**config.mk**
```make
export PLATFORM = sky130hd
export DESIGN_NAME = tdc_readout_ctrl
export DESIGN_NICKNAME = d
export VERILOG_FILES = /design/src/rtl/tdc_readout_ctrl_pkg.sv /design/src/rtl/tdc_readout_ctrl_frame_serializer.sv /design/src/rtl/tdc_readout_ctrl.sv
export SDC_FILE = /design/constraint.sdc
export NUM_CORES = 1
export LEC_CHECK = 0
export ABC_AREA = 1
export BUFFER_PORTS_ARGS = -buffer_cell sky130_fd_sc_hd__buf_2
export CAP_MARGIN = 20
export CORE_UTILIZATION = 30
export DETAILED_ROUTE_END_ITERATION = 16
export GPL_ROUTABILITY_DRIVEN = 0
export SLEW_MARGIN = 20
export SYNTH_ARGS = -nofsm -noshare
export SYNTH_HDL_FRONTEND = slang
export SYNTH_HIERARCHICAL = 1
export SYNTH_SLANG_ARGS = --single-unit
```
**constraint.sdc**
```tcl
create_clock -name i_clk -period 2.8 [get_ports i_clk]
set_clock_uncertainty 0.1 [all_clocks]
set_input_delay 0.42 -clock i_clk [delete_from_list [all_inputs] [get_ports i_clk]]
set_output_delay 0.42 -clock i_clk [all_outputs]
set_load 0.03 [all_outputs]
```
**src/rtl/tdc_readout_ctrl_pkg.sv**
```systemverilog
// ----------------------------------------------------------------------------
// tdc_readout_ctrl_pkg
// Shared constants, state encoding and the frame byte helper for the
// TDC -> FIFO -> UART readout sequencer.
//   SYNC_BYTE  : frame header byte
//   FRAME_LEN  : bytes per frame (header, 4 data bytes, checksum)
//   state_t    : 3-bit state encoding shared by the top and the serializer
//   frame_byte : returns byte idx of the frame built from a 32-bit word
// ----------------------------------------------------------------------------
package tdc_readout_ctrl_pkg;

    localparam logic [7:0] SYNC_BYTE = 8'hA5;
    localparam int         FRAME_LEN = 6;

    typedef enum logic [2:0] {
        ST_IDLE     = 3'd0,
        ST_ACQ      = 3'd1,
        ST_RD_CHECK = 3'd2,
        ST_RD_WAIT  = 3'd3,
        ST_TX_BYTE  = 3'd4,
        ST_TX_WAIT  = 3'd5
    } state_t;

    // Byte idx of the frame: A5, word MSB..LSB, XOR of the four data bytes.
    function automatic logic [7:0] frame_byte(input logic [31:0] word,
                                              input logic [2:0]  idx);
        logic [7:0] b;
        case (idx)
            3'd0:    b = SYNC_BYTE;
            3'd1:    b = word[31:24];
            3'd2:    b = word[23:16];
            3'd3:    b = word[15:8];
            3'd4:    b = word[7:0];
            3'd5:    b = word[31:24] ^ word[23:16] ^ word[15:8] ^ word[7:0];
            default: b = 8'h00;
        endcase
        return b;
    endfunction

endpackage

```
**src/rtl/tdc_readout_ctrl_frame_serializer.sv**
```systemverilog
// ----------------------------------------------------------------------------
// tdc_readout_ctrl_frame_serializer
// Sends one 6-byte frame for a 32-bit word over the uart_tx byte handshake.
// Owns the TX_BYTE/TX_WAIT states, the byte index and the per-byte timeout.
//   i_clk, i_rst_n     : clock, async active-low reset
//   i_start, i_word    : start strobe and word to frame
//   i_abort            : abandon the frame immediately
//   i_tx_active        : UART busy; no byte is offered while high
//   i_tx_done          : UART byte complete pulse
//   o_tx_dv, o_tx_byte : byte valid pulse and byte
//   o_frame_done       : pulse after the last byte's tx_done
//   o_frame_timeout    : pulse when a byte's tx_done never arrived
// ----------------------------------------------------------------------------
module tdc_readout_ctrl_frame_serializer
    import tdc_readout_ctrl_pkg::*;
#(
    parameter int TX_TIMEOUT = 1 << 20
) (
    input  logic        i_clk,
    input  logic        i_rst_n,
    input  logic        i_start,
    input  logic [31:0] i_word,
    input  logic        i_abort,
    input  logic        i_tx_active,
    input  logic        i_tx_done,
    output logic        o_tx_dv,
    output logic [7:0]  o_tx_byte,
    output logic        o_frame_done,
    output logic        o_frame_timeout
);

    localparam int TMO_W = $clog2(TX_TIMEOUT + 1);
    // The timeout pulse is raised one cycle early so that the parent's
    // registered error flag lands exactly TX_TIMEOUT cycles after tx_dv.
    localparam logic [TMO_W-1:0] TMO_LAST = TMO_W'(TX_TIMEOUT - 2);

    state_t             r_state;
    logic [31:0]        r_word;
    logic [2:0]         r_idx;
    logic [TMO_W-1:0]   r_tmo;
    logic               r_tx_dv;
    logic [7:0]         r_tx_byte;
    logic               r_frame_done;
    logic               r_frame_timeout;

    // Byte sequencing, handshake and timeout state machine.
    always_ff @(posedge i_clk or negedge i_rst_n) begin
        if (!i_rst_n) begin
            r_state         <= ST_IDLE;
            r_word          <= 32'h0000_0000;
            r_idx           <= 3'd0;
            r_tmo           <= '0;
            r_tx_dv         <= 1'b0;
            r_tx_byte       <= 8'h00;
            r_frame_done    <= 1'b0;
            r_frame_timeout <= 1'b0;
        end else begin
            r_tx_dv         <= 1'b0;
            r_frame_done    <= 1'b0;
            r_frame_timeout <= 1'b0;
            if (i_abort) begin
                r_state <= ST_IDLE;
            end else begin
                case (r_state)
                    ST_IDLE: begin
                        if (i_start) begin
                            r_word  <= i_word;
                            r_idx   <= 3'd0;
                            r_state <= ST_TX_BYTE;
                        end
                    end
                    ST_TX_BYTE: begin
                        if (!i_tx_active) begin
                            r_tx_dv   <= 1'b1;
                            r_tx_byte <= frame_byte(r_word, r_idx);
                            r_tmo     <= '0;
                            r_state   <= ST_TX_WAIT;
                        end
                    end
                    ST_TX_WAIT: begin
                        if (i_tx_done) begin
                            if (r_idx == 3'(FRAME_LEN - 1)) begin
                                r_frame_done <= 1'b1;
                                r_state      <= ST_IDLE;
                            end else begin
                                r_idx   <= r_idx + 3'd1;
                                r_state <= ST_TX_BYTE;
                            end
                        end else if (r_tmo == TMO_LAST) begin
                            r_frame_timeout <= 1'b1;
                            r_state         <= ST_IDLE;
                        end else begin
                            r_tmo <= r_tmo + TMO_W'(1);
                        end
                    end
                    default: r_state <= ST_IDLE;
                endcase
            end
        end
    end

    assign o_tx_dv         = r_tx_dv;
    assign o_tx_byte       = r_tx_byte;
    assign o_frame_done    = r_frame_done;
    assign o_frame_timeout = r_frame_timeout;

endmodule

```
**src/rtl/tdc_readout_ctrl.sv**
```systemverilog
// ----------------------------------------------------------------------------
// tdc_readout_ctrl
// Single-clock sequencer for the TDC -> FIFO -> UART path.
//   Acquisition: enables the TDC, writes each measurement (zero-extended) to
//   the FIFO unless almost_full, otherwise counts a drop (saturating).
//   Drain: pops the FIFO word by word and sends each as a 6-byte frame.
// Ports:
//   i_clk, i_rst_n                       : clock, async active-low reset
//   i_acq_start/i_acq_stop/i_read_start  : control pulses
//   i_abort                              : return to IDLE from any state
//   i_err_clr                            : clear sticky errors
//   i_tdc_done, i_tdc_data               : TDC measurement
//   i_fifo_*                             : FIFO status, read data, errors
//   i_tx_active, i_tx_done               : UART status
//   o_tdc_enable, o_fifo_wr_*, o_fifo_rd_en, o_tx_dv, o_tx_byte : strobes
//   o_busy, o_drain_done, o_drop_cnt, o_frame_cnt, o_err_*       : status
// ----------------------------------------------------------------------------
module tdc_readout_ctrl
    import tdc_readout_ctrl_pkg::*;
#(
    parameter int DATA_W     = 16,
    parameter int RD_LAT     = 1,
    parameter int TX_TIMEOUT = 1 << 20
) (
    input  logic              i_clk,
    input  logic              i_rst_n,
    input  logic              i_acq_start,
    input  logic              i_acq_stop,
    input  logic              i_read_start,
    input  logic              i_abort,
    input  logic              i_err_clr,
    input  logic              i_tdc_done,
    input  logic [DATA_W-1:0] i_tdc_data,
    input  logic              i_fifo_almost_full,
    input  logic              i_fifo_empty,
    input  logic [31:0]       i_fifo_rd_data,
    input  logic              i_fifo_wr_err,
    input  logic              i_fifo_rd_err,
    input  logic              i_tx_active,
    input  logic              i_tx_done,
    output logic              o_tdc_enable,
    output logic              o_fifo_wr_en,
    output logic [31:0]       o_fifo_wr_data,
    output logic              o_fifo_rd_en,
    output logic              o_tx_dv,
    output logic [7:0]        o_tx_byte,
    output logic              o_busy,
    output logic              o_drain_done,
    output logic [15:0]       o_drop_cnt,
    output logic [15:0]       o_frame_cnt,
    output logic              o_err_wr,
    output logic              o_err_rd,
    output logic              o_err_tx
);

    localparam int LAT_W = $clog2(RD_LAT + 2);

    state_t             r_state;
    logic               r_tdc_enable;
    logic               r_fifo_wr_en;
    logic [31:0]        r_fifo_wr_data;
    logic               r_fifo_rd_en;
    logic               r_busy;
    logic               r_drain_done;
    logic [15:0]        r_drop_cnt;
    logic [15:0]        r_frame_cnt;
    logic               r_err_wr;
    logic               r_err_rd;
    logic               r_err_tx;
    logic [LAT_W-1:0]   r_lat;
    logic [31:0]        r_word;
    logic               r_ser_start;

    logic               w_frame_done;
    logic               w_frame_timeout;

    // Top-level sequencer. While a frame is on the wire the top parks in
    // ST_TX_BYTE; the serializer walks its own TX_BYTE/TX_WAIT sub-states.
    always_ff @(posedge i_clk or negedge i_rst_n) begin
        if (!i_rst_n) begin
            r_state        <= ST_IDLE;
            r_tdc_enable   <= 1'b0;
            r_fifo_wr_en   <= 1'b0;
            r_fifo_wr_data <= 32'h0000_0000;
            r_fifo_rd_en   <= 1'b0;
            r_busy         <= 1'b0;
            r_drain_done   <= 1'b0;
            r_drop_cnt     <= 16'h0000;
            r_frame_cnt    <= 16'h0000;
            r_lat          <= '0;
            r_word         <= 32'h0000_0000;
            r_ser_start    <= 1'b0;
        end else begin
            r_fifo_wr_en <= 1'b0;
            r_fifo_rd_en <= 1'b0;
            r_drain_done <= 1'b0;
            r_ser_start  <= 1'b0;
            if (i_abort) begin
                r_state      <= ST_IDLE;
                r_tdc_enable <= 1'b0;
                r_busy       <= 1'b0;
            end else begin
                case (r_state)
                    ST_IDLE: begin
                        if (i_acq_start) begin
                            r_state      <= ST_ACQ;
                            r_tdc_enable <= 1'b1;
                            r_busy       <= 1'b1;
                        end else if (i_read_start) begin
                            r_state <= ST_RD_CHECK;
                            r_busy  <= 1'b1;
                        end
                    end
                    ST_ACQ: begin
                        // A measurement arriving with acq_stop is still stored.
                        if (i_tdc_done) begin
                            if (!i_fifo_almost_full) begin
                                r_fifo_wr_en   <= 1'b1;
                                r_fifo_wr_data <= 32'(i_tdc_data);
                            end else if (r_drop_cnt != 16'hFFFF) begin
                                r_drop_cnt <= r_drop_cnt + 16'd1;
                            end
                        end
                        if (i_acq_stop) begin
                            r_state      <= ST_IDLE;
                            r_tdc_enable <= 1'b0;
                            r_busy       <= 1'b0;
                        end
                    end
                    ST_RD_CHECK: begin
                        if (i_fifo_empty) begin
                            r_drain_done <= 1'b1;
                            r_state      <= ST_IDLE;
                            r_busy       <= 1'b0;
                        end else begin
                            r_fifo_rd_en <= 1'b1;
                            r_lat        <= '0;
                            r_state      <= ST_RD_WAIT;
                        end
                    end
                    ST_RD_WAIT: begin
                        if (r_lat == LAT_W'(RD_LAT)) begin
                            r_word      <= i_fifo_rd_data;
                            r_ser_start <= 1'b1;
                            r_state     <= ST_TX_BYTE;
                        end else begin
                            r_lat <= r_lat + LAT_W'(1);
                        end
                    end
                    ST_TX_BYTE: begin
                        if (w_frame_done) begin
                            r_frame_cnt <= r_frame_cnt + 16'd1;
                            r_state     <= ST_RD_CHECK;
                        end else if (w_frame_timeout) begin
                            r_state <= ST_IDLE;
                            r_busy  <= 1'b0;
                        end
                    end
                    default: begin
                        r_state      <= ST_IDLE;
                        r_tdc_enable <= 1'b0;
                        r_busy       <= 1'b0;
                    end
                endcase
            end
        end
    end

    // Sticky error flags; a new error in the clear cycle keeps the flag set.
    always_ff @(posedge i_clk or negedge i_rst_n) begin
        if (!i_rst_n) begin
            r_err_wr <= 1'b0;
            r_err_rd <= 1'b0;
            r_err_tx <= 1'b0;
        end else begin
            if (i_fifo_wr_err)   r_err_wr <= 1'b1;
            else if (i_err_clr)  r_err_wr <= 1'b0;
            if (i_fifo_rd_err)   r_err_rd <= 1'b1;
            else if (i_err_clr)  r_err_rd <= 1'b0;
            if (w_frame_timeout && !i_abort) r_err_tx <= 1'b1;
            else if (i_err_clr)  r_err_tx <= 1'b0;
        end
    end

    tdc_readout_ctrl_frame_serializer #(
        .TX_TIMEOUT (TX_TIMEOUT)
    ) u_ser (
        .i_clk           (i_clk),
        .i_rst_n         (i_rst_n),
        .i_start         (r_ser_start),
        .i_word          (r_word),
        .i_abort         (i_abort),
        .i_tx_active     (i_tx_active),
        .i_tx_done       (i_tx_done),
        .o_tx_dv         (o_tx_dv),
        .o_tx_byte       (o_tx_byte),
        .o_frame_done    (w_frame_done),
        .o_frame_timeout (w_frame_timeout)
    );

    assign o_tdc_enable   = r_tdc_enable;
    assign o_fifo_wr_en   = r_fifo_wr_en;
    assign o_fifo_wr_data = r_fifo_wr_data;
    assign o_fifo_rd_en   = r_fifo_rd_en;
    assign o_busy         = r_busy;
    assign o_drain_done   = r_drain_done;
    assign o_drop_cnt     = r_drop_cnt;
    assign o_frame_cnt    = r_frame_cnt;
    assign o_err_wr       = r_err_wr;
    assign o_err_rd       = r_err_rd;
    assign o_err_tx       = r_err_tx;

endmodule

```
==> parameters.txt <==
Parameter                              Value

Critical path
  Critical path endpoint category    register
  Cell depth of the worst flop-to-flop path    6
  Critical R2R Launch    u_ser/r_state[2]
  CP max FO    25
  R2r setup slk    870 ps
  Required time reported for the critical path endpoint    just under 3000 ps
  End of the worst register-to-register path    u_ser/r_tmo[13]
  Critical path arrival    2110 ps
  Crit path kind    reg2reg
  Setup crit start kind    register

Synth
  Synthesized area per cell    about 8.1 um^2
  Synth area leader    dfrtp_1
  Dominant cell by count in the synthesized netlist    nand2_1
  Total of flip-flops plus latches after synthesis    between 150 and 200
  FFs w/ async S/R, synth    100%
  Top_reg_cell synth    dfrtp_1
  Count of flip-flops with a built-in enable after synthesis    0
  Instance count of the mapped netlist    1036
  Synth top area cells    dfrtp_1 49%, nand2_1 19%, nor2_1 4.5%, nand3_1 3.5%, xor2_1 3.3%
  Share of the synthesized area in the top cell type    48.6%
  Summed instance area of the synthesized netlist    approximately 8400 um^2
  Post-synthesis sequential area ratio    between 40 and 50%
  Most used standard cells in the synthesized netlist    418 x nand2_1, 163 x dfrtp_1, 101 x nor2_1
  Warning count from the yosys run    6
  Count of different cell masters after synthesis    38

Layout
  Fraction of layout instances using a drive strength above 1    between 10% and 20%
  Net count reported at finish    approximately 1200
  Antenna cell count    0
  Layout Cells excl Fill    1552
  Fillers    2877
  Synthesis-to-layout area growth    18.9%

STA
  Number of hold-slack violations in the final timing report    0
  Number of max-slew violations in the final report    0
  Worst slew margin    53.7%
  Tightest Pin Transition    ~690 ps
  Minimum clock period    between 1500 and 2000 ps
  Unrepaired setup endpoints after global routing    false
  Setup tns final    0 ps
  Maximum operating frequency    just over 0.5 GHz
  Share of the clock period used by the worst path after layout    approximately 69%
  Final setup violating endpoints    0

Clock tree
  TritonCTS clock tree    yes
  Number of clock buffers inserted by TritonCTS    17
  Clock insertion delay at the later pin of the skew report    about 430 ps
  Number of setup buffers added after CTS    0
  CTS Buffer Depth    2
  Total clock sinks    around 160
  Clock tree root driver cell    clkbuf_16
  Worst-path clk slew    80 ps
  H-tree Lvls    4

Outcome
  Status    completed

Route
  Avg Vias per Cell    roughly 4.5
  Vias post-DR    6953
  Average routed wire per standard cell    about 13 um
  DRC Markers    0
  Wirelength, routed    19700 um
  Count of routing violations after the opening detailed-route iteration    around 460
  Count of antenna-violating nets left after detailed routing    0
  First drt pass iteration count    5

Floorplan
  Std-Cell Rows    60
  Starting Density    a little under a third
  Y dimension of the die    169 um
  I/O pin cnt    about 140
  Area of the placeable core    ~27000 um^2
  Horizontal die dimension    approximately 170 um
  Total die area    28600 um^2

Placement
  Placed wire-length estimate after detailed placement    14300 um
  Placed insts    about 1500
  Number of port buffers    approximately 130

Global routing
  GRT Resource Usage Total    between 10 and 15%
  Grt ovf    0
  Maximum number of pins on one net before global-route repair    between 50 and 60
  First-pass GRT wire length    between 30000 and 40000 um
  Number of global-route vias before repair    approximately 6400
  Initial antenna violation count    0

Run
  Max-cap violation count    0

Min path
  Class of the most critical hold timing path    in2reg
  Beginning of the worst hold path    i_tdc_data[14]
  Hold Path Cell Cnt    3
  Worst min-delay path endpoint    o_fifo_wr_data[14]

Power and ir drop
  Maximum resistive drop on vdd    between 400 and 500 uV
  Reported leakage power    just over 5 nW
  Total power density per cell area    737 nW/um^2
## cell type report
| type | instances | area [um^2] | area share, % |
|---|---|---|---|
| clock inverters | 14 | 211 | 2.12 |
| repair buffers | 134 | 712 | 7.14 |
| well taps | 372 | 465 | 4.67 |
| clock buffers | 18 | 439 | 4.40 |
| multi-input cells | 777 | 3790 | 38.0 |
| inverters | 74 | 280 | 2.81 |
| flip-flops and latches | 163 | 4080 | 40.9 |
## placed cells by master, fill, tap and decap left out, drive strengths merged, types with 8 or more instances in the layout
cell / count
mux2: 23
ha: 10
conb: 16
nor3: 8
xnor2: 11
nand4: 9
nor2: 107
dfrtp: 163
nand2: 426
a21oi: 17
nand3: 60
inv: 79
buf: 133
clkbuf: 18
o21ai: 39
xor2: 32
## cells by family (layout without fill, tap and decap cells)
group	after synthesis	in the layout	synth area share, %
compound gates	66	66	4.35
buf+inv	111	240	6.92
mux	23	23	3.09
other cells	1	16	0.0447
xor+xnor	43	43	4.49
simple gates	619	619	31.0
flops	163	163	48.6
fa+ha+maj	10	10	1.49
## through the flow
stage | total power [mW] | instance area, um^2 | hold slack [ps] | setup WS, ps | utilization (%)
6_report | 7.36 | 9970 | 71.4 | 871 | 36.7
5_1_grt | 7.79 | 9970 | 57.3 | 689 | 36.7
4_1_cts | 7.46 | 9970 | 57.1 | 871 | 36.7
3_5_place_dp | 4.85 | 9310 | 314 | 753 | 34.3
3_3_place_gp | 4.82 | 9310 | 311 | 796 | 34.3
2_1_floorplan | 4.30 | 8450 | 24.4 | 956 | -
## worst max-delay path by stage
stage / startpoint / to / slack, ps / cells past startpoint
after floorplan: o_drop_cnt[0] / o_drop_cnt[12] / 960 / 9
after global placement: i_abort / u_ser/r_tmo[16] / 800 / 7
after detailed placement: i_abort / u_ser/r_tmo[13] / 750 / 7
after CTS: u_ser/r_state[0] / u_ser/r_word[28] / 870 / 3
after global routing: u_ser/r_idx[1] / u_ser/o_tx_byte[1] / 690 / 10
final: u_ser/r_state[2] / u_ser/r_tmo[13] / 870 / 6
## layer usage
| metal | global-route usage [%] | up-vias | wire (um) |
|---|---|---|---|
| met2 | 22.5 | 156 | 9220 |
| met1 | 19.5 | 3274 | 9600 |
| met4 | 4.47 | 0 | 244 |
| li1 | - | 3496 | - |
| met5 | 0 | - | 0 |
| met3 | 2.52 | 27 | 683 |
## what timing repair did
action,in CTS,in global routing
hold buffers,1,0
endpoints found under the hold margin,51,0
resized for setup,0,0
## flip-flops by register name (all words and copies together) (netlist names), 2 cells and up
register	flops
o_drop_cnt	16
o_fifo_wr_data	16
o_frame_cnt	16
r_lat	2
r_state	3
r_word	32
u_ser/o_tx_byte	8
u_ser/r_idx	3
u_ser/r_state	2
u_ser/r_tmo	21
u_ser/r_word	32
## power breakdown
part	leakage, nW	internal [mW]	total (mW)	switching, mW
Combinational	2.69	0.535	1.75	1.21
Clock	0.313	1.41	2.56	1.16
Sequential	2.14	2.76	3.05	0.285
## critical path, cell delays in order, from the launching register on
cell     delay (ps)
dfrtp_1         430
nand2_2         290
nor2_1          120
nor3_4          270
nand2_2         320
nand2_1         150
o21ai_0         100
No activity file was read; power rests on OpenSTA's default activity.
